--- src/rtl/ide_xfer_sequencer.sv ---
// Sector-read sequencer: shares the IDE register port with the AVR and walks each
// block through bank toggle, iopos/iotarget/iocontrol/status programming and flag polling.
`timescale 1ns/1ps
module ide_xfer_sequencer #(
  parameter int unsigned POLL_GAP  = 16,
  parameter logic [7:0]  XFER_STAT = 8'h58,
  parameter logic [7:0]  END_STAT  = 8'h50,
  parameter logic [7:0]  ABRT_STAT = 8'h51
) (
  input  logic        clk,
  input  logic        reset_,
  input  logic [10:0] cpu_a,
  input  logic [7:0]  cpu_d_in,
  input  logic        cpu_cs,
  input  logic        cpu_oe,
  input  logic        cpu_we,
  output logic        cpu_wait,
  output logic [10:0] ide_a,
  output logic [7:0]  ide_d_out,
  output logic        ide_cs,
  output logic        ide_oe,
  output logic        ide_we,
  input  logic [7:0]  ide_d_in,
  input  logic        start,
  input  logic [7:0]  nblocks,
  input  logic        mode_dma,
  input  logic        abort,
  output logic        fill_req,
  input  logic        fill_done,
  output logic        busy,
  output logic        done,
  output logic        aborted,
  output logic [8:0]  blocks_left,
  output logic [3:0]  state_dbg
);

  typedef enum logic [3:0] {
    S_IDLE, S_SETUP, S_WAIT_FILL, S_TOGGLE, S_W_POS, S_W_TGT, S_W_CTL,
    S_W_STAT, S_POLL_GAP, S_POLL, S_CLR, S_FINAL, S_A_CTL, S_A_STAT
  } state_t;

  localparam int GW = $clog2(POLL_GAP) + 1;

  state_t         state, state_nx;
  logic           mode_q;
  logic           fill_pend;
  logic [8:0]     left_q;
  logic [GW-1:0]  gap_cnt;
  logic           owning;
  logic           take_abort;
  logic           wr_en, rd_en;
  logic [2:0]     reg_sel;
  logic [7:0]     wr_data;
  logic           fill_clr;
  logic           dec_left;
  logic           unused_d_in;

  // Only the data flag (bit5) of the flags register matters to the sequencer.
  assign unused_d_in = ^{ide_d_in[7:6], ide_d_in[4:0]};

  assign owning      = !(state inside {S_IDLE, S_WAIT_FILL, S_POLL_GAP});
  assign cpu_wait    = cpu_cs & owning;
  assign busy        = (state != S_IDLE);
  assign blocks_left = left_q;
  assign state_dbg   = state;

  always_comb begin
    state_nx   = state;
    take_abort = abort && !(state inside {S_IDLE, S_A_CTL, S_A_STAT});
    wr_en      = 1'b0;
    rd_en      = 1'b0;
    reg_sel    = 3'd0;
    wr_data    = 8'h00;
    fill_req   = 1'b0;
    done       = 1'b0;
    aborted    = 1'b0;
    fill_clr   = 1'b0;
    dec_left   = 1'b0;
    // Abort preempts whatever the current state would have done this cycle.
    if (take_abort) begin
      state_nx = S_A_CTL;
    end else begin
      case (state)
        S_IDLE:      if (start) state_nx = S_SETUP;
        S_SETUP: begin
          wr_en = 1'b1; reg_sel = 3'd2; wr_data = 8'h46;
          fill_req = 1'b1;
          state_nx = S_WAIT_FILL;
        end
        S_WAIT_FILL: if (fill_pend) begin
          fill_clr = 1'b1;
          state_nx = S_TOGGLE;
        end
        S_TOGGLE: begin
          wr_en = 1'b1; reg_sel = 3'd2; wr_data = 8'h80;
          fill_req = (left_q > 9'd1);
          state_nx = S_W_POS;
        end
        S_W_POS: begin
          wr_en = 1'b1; reg_sel = 3'd3; wr_data = 8'h00;
          state_nx = S_W_TGT;
        end
        S_W_TGT: begin
          wr_en = 1'b1; reg_sel = 3'd5; wr_data = 8'hFF;
          state_nx = S_W_CTL;
        end
        S_W_CTL: begin
          wr_en = 1'b1; reg_sel = 3'd2; wr_data = mode_q ? 8'h04 : 8'h02;
          state_nx = S_W_STAT;
        end
        S_W_STAT: begin
          // DMA arms silently via reg4; PIO needs the IRQ from reg0.
          wr_en = 1'b1; reg_sel = mode_q ? 3'd4 : 3'd0; wr_data = XFER_STAT;
          state_nx = S_POLL_GAP;
        end
        S_POLL_GAP:  if (gap_cnt == '0) state_nx = S_POLL;
        S_POLL: begin
          rd_en = 1'b1; reg_sel = 3'd6;
          state_nx = ide_d_in[5] ? S_CLR : S_POLL_GAP;
        end
        S_CLR: begin
          wr_en = 1'b1; reg_sel = 3'd6; wr_data = 8'h20;
          dec_left = 1'b1;
          state_nx = (left_q <= 9'd1) ? S_FINAL : S_WAIT_FILL;
        end
        S_FINAL: begin
          wr_en = 1'b1; reg_sel = 3'd0; wr_data = END_STAT;
          done = 1'b1;
          state_nx = S_IDLE;
        end
        S_A_CTL: begin
          wr_en = 1'b1; reg_sel = 3'd2; wr_data = 8'h00;
          state_nx = S_A_STAT;
        end
        S_A_STAT: begin
          wr_en = 1'b1; reg_sel = 3'd0; wr_data = ABRT_STAT;
          aborted = 1'b1;
          fill_clr = 1'b1;
          state_nx = S_IDLE;
        end
        default:     state_nx = S_IDLE;
      endcase
    end
  end

  always_comb begin
    if (owning) begin
      ide_a     = {6'b000000, reg_sel, 2'b00};
      ide_d_out = wr_data;
      ide_cs    = wr_en | rd_en;
      ide_we    = wr_en;
      ide_oe    = rd_en;
    end else begin
      ide_a     = cpu_a;
      ide_d_out = cpu_d_in;
      ide_cs    = cpu_cs;
      ide_we    = cpu_we;
      ide_oe    = cpu_oe;
    end
  end

  always_ff @(posedge clk or negedge reset_) begin
    if (!reset_) begin
      state     <= S_IDLE;
      mode_q    <= 1'b0;
      fill_pend <= 1'b0;
      left_q    <= 9'd0;
      gap_cnt   <= '0;
    end else begin
      state <= state_nx;
      if (state == S_IDLE && start) begin
        left_q <= (nblocks == 8'd0) ? 9'd256 : {1'b0, nblocks};
        mode_q <= mode_dma;
      end else if (dec_left && left_q != 9'd0) begin
        left_q <= left_q - 9'd1;
      end
      // A fill landing on the consuming cycle is kept for the next block.
      if (state == S_IDLE)
        fill_pend <= 1'b0;
      else if (fill_clr)
        fill_pend <= fill_done && (state != S_A_STAT);
      else if (fill_done)
        fill_pend <= 1'b1;
      if (state_nx == S_POLL_GAP && state != S_POLL_GAP)
        gap_cnt <= GW'(POLL_GAP - 2);
      else if (gap_cnt != '0)
        gap_cnt <= gap_cnt - 1'b1;
    end
  end

endmodule

--- config.mk ---
export PLATFORM = sky130hd
export DESIGN_NAME = ide_xfer_sequencer
export DESIGN_NICKNAME = d
export VERILOG_FILES = /design/src/rtl/ide_xfer_sequencer.sv
export SDC_FILE = /design/constraint.sdc
export NUM_CORES = 1
export LEC_CHECK = 0
export BUFFER_PORTS_ARGS = -buffer_cell sky130_fd_sc_hd__buf_2
export CELL_PAD_IN_SITES_DETAIL_PLACEMENT = 2
export CELL_PAD_IN_SITES_GLOBAL_PLACEMENT = 2
export CORE_ASPECT_RATIO = 1.2
export CORE_UTILIZATION = 25
export CTS_CLUSTER_DIAMETER = 150
export DETAILED_ROUTE_END_ITERATION = 10
export PLACE_DENSITY = 0.81
export RECOVER_POWER = 25
export SLEW_MARGIN = 5
export SYNTH_ARGS = -nofsm -noshare
export SYNTH_HDL_FRONTEND = slang
export SYNTH_SLANG_ARGS = --single-unit
--- constraint.sdc ---
create_clock -name clk -period 2.6 [get_ports clk]
set_input_delay 0.13 -clock clk [delete_from_list [all_inputs] [get_ports clk]]
set_output_delay 0.13 -clock clk [all_outputs]
set_load 0.02 [all_outputs]
==> results.yml <==
cts:
  clkTransAtPathRegs_ps: 80
  cts_tree: "built"
  cts_sinks: 20
  tritoncts.num_buffers: 3
  worst_skew_pair.late_latency_ps: 270
  cts_htree_levels: 1
  max_root_sink_buffers: 2
  cts.repair.resized: 0
  clockRootBuffer: "clkbuf_8"
global_route:
  grt_util_all_layers_pct: 19.59
  globalRouteMet3Util_pct: 2.584
  first_global_vias: 2229
  maximum_number_of_pins_on_one_net_before_global_route_repair: 32
  grt_first_pass_wirelength_um: 11470
  met1_usage_pct: 23.72
  globalRouteMet2Util_pct: 35.83
  global_route.peak_usage_layer: "met2"
  grt_overflow: 0
  number_of_antenna_violations_at_the_first_check_in_global_routing: 0
setup_path:
  timing.rr.start: "blocks_left[0]"
  reg2reg_to: "blocks_left[3]"
  cp.arrival_ps: 2050
  setup.reg_to_reg.worst_slack_ps: 500
  timing.critical_path.to_type: "output port"
  path_class: "flip-flop to output port"
  data_required_time_at_the_worst_endpoint_ps: 2470
  critPathMaxFanout: 31
  worstRegToRegCells: 4
  crit_path_start_kind: "flip-flop"
min_path:
  worst_hold_endpoint: "mode_q"
  hold_wc_startpoint: "mode_dma"
  min_delay_path_depth: 3
  timing.hold.worst.class: "input port to flip-flop"
power_and_ir_drop:
  ir_drop_uv: 421.8
  power.density_cell_area_mw_per_mm2: 1242
  cellLeakagePower_uw: 0.001123
  total_power_uw: 2955
sta:
  skew_ps: 3.451
  final-setup-viol-count: 0
  fin_setup_tns_ps: 0
  max_slew_violations: 0
  slew_headroom_pct: 18.59
  rsz_0062_raised_after_global_routing: "false"
  hold_violations: 0
  tightestPinTransition_ps: 1221
  min_period_over_period_pct: 83.79
  fmaxAchievable_mhz: 459.0
  fin_hold_ws_ps: 58.70
  fin_crit_ps: 2179
floorplan:
  initial_utilization_pct: 26.14
  ioPinCount: 84
  die-height_um: 95.29
  placeableCoreArea_mm2: 0.006937
  die_ar_mm2: 0.007598
  floorplan.die.width_um: 79.74
  num_rows: 33
placement:
  numPortBuffers: 76
  place.detailed.hpwl_um: 5604
  globalplace.congestion: 0.8064
finish:
  antenna_cells: 0
  fillers: 839
  drive_above_1_share_pct: 29.75
  syn_to_final_growth_pct: 31.19
  nets: 366
routing:
  route.detailed.wl_per_inst_um: 18.21
  drc_errors: 0
  detail_route.wirelength_um: 7340
  vias: 2231
  detail_route.first_pass.iterations: 4
  drt_iter0_drc: 72
  detail_route_antenna_nets: 0
  viasPerCell: 5.536
synth:
  post_synth.cell_area_avg_um2: 7.430
  count_of_flip_flops_with_a_built_in_enable_after_synthesis: 0
  yosysWarnings: 0
  synth_sequential_area_ratio_pct: 27.61
  synthDistinctLibCells: 50
  synth_net_count: 293
  synthFlopType: "dfrtp_1"
  synthesis.area_mm2: 0.001813
  asr_flop_ratio_synth_pct: 100.0
  number_of_instances_in_the_synthesized_netlist: 244
  postSynthRegisterBits: 20
job:
  drv_cap: 0
status:
  outcome: "finished clean"
## critical path, stage by stage, from the launching register on
cell,delay [ps]
dfrtp_1,400
buf_4,240
nor2_1,600
a21oi_1,140
o221ai_1,180
buf_2,190
## layout make-up
type                    instances  area, um2  share of cell area [%]
clock buffers                   3      41.29                   1.736
clock inverters                 1      30.03                   1.262
inverters                       9      33.78                   1.420
multi-input cells             198       1215                   51.08
flip-flops and latches         20      500.5                   21.04
well taps                      87      108.9                   4.577
repair buffers                 85      449.2                   18.88
## cell usage in the layout (no fill, tap or decap), types with 4 or more instances in the layout
cell	n
nand3_1	8
a21oi_1	22
nand2_1	21
and3_1	13
nor2b_1	7
ha_1	5
nor2_1	21
buf_2	75
nor4_1	4
buf_4	8
a31oi_1	6
nand2b_1	5
inv_1	9
o22ai_1	7
dfrtp_1	20
a22oi_1	5
o21ai_0	11
and2_1	4
or2_2	4
nor3_1	6
## flip-flops by register name, indices dropped and copies added (netlist names)
name         flops
gap_cnt          5
blocks_left      9
fill_pend        1
mode_q           1
state_dbg        4
## Yosys cell counts (6+ instances only)
library cell,count,share of area [%]
nand3_1,8,2.2
a21oi_1,22,6.1
o22ai_1,7,2.4
nor2_1,21,4.3
nand2_1,21,4.3
nor2b_1,7,2.4
dfrtp_1,20,28
a31oi_1,6,2.1
inv_1,9,1.9
nor3_1,6,1.7
o21ai_0,11,3.0
and3_1,13,4.5
clkbuf_1,15,3.1
## worst max-delay path by stage
stage / start / cells after the start / slack [ps] / endpoint
floorplan: state_dbg[0] / 5 / 520 / ide_d_out[4]
global placement: blocks_left[0] / 4 / 610 / blocks_left[3]
detailed placement: blocks_left[0] / 4 / 570 / blocks_left[3]
CTS: state_dbg[0] / 5 / 380 / ide_we
global route: state_dbg[0] / 5 / 250 / ide_d_out[5]
finish: state_dbg[0] / 5 / 420 / ide_we
## metrics by stage
stage | std cells | setup slack, ps | cell area, um2 | utilization [%]
6_report | 403 | 421.4 | 2379 | 34.29
5_1_grt | 403 | 254.0 | 2379 | 34.29
4_1_cts | 403 | 382.2 | 2380 | 34.31
3_5_place_dp | 398 | 566.7 | 2298 | 33.13
3_3_place_gp | 398 | 611.9 | 2298 | 33.13
2_1_floorplan | 244 | 520.8 | 1813 | -
## repair_timing
item,CTS,global route
setup buffers,0,0
hold buffers,1,0
endpoints found under the hold margin,20,0
## routing by layer
metal,share of wire (%),vias up
met4,1.4,0
met3,4.7,6
met1,44,1108
met5,0,-
li1,-,1057
met2,50,60
## where the power goes
part | internal (uW) | total [uW] | switching (uW)
combinational | 719 | 1990 | 1270
sequential | 457 | 631 | 174
clock | 206 | 330 | 124
total | 1380 | 2950 | 1570
## cells by family (layout without fill, tap and decap cells)
group / after synthesis / in the layout / share of synthesized area, %
AND/OR/NAND/NOR: 108 / 108 / 31.75
AO/OA/AOI/OAI: 79 / 79 / 28.71
buffers and inverters: 26 / 98 / 5.383
flip-flops: 20 / 20 / 27.61
adder cells (fa/ha/maj): 6 / 6 / 4.003
XOR/XNOR: 3 / 3 / 1.450
multiplexers: 2 / 2 / 1.104
Note: power is estimated with default switching activity, not from simulation.
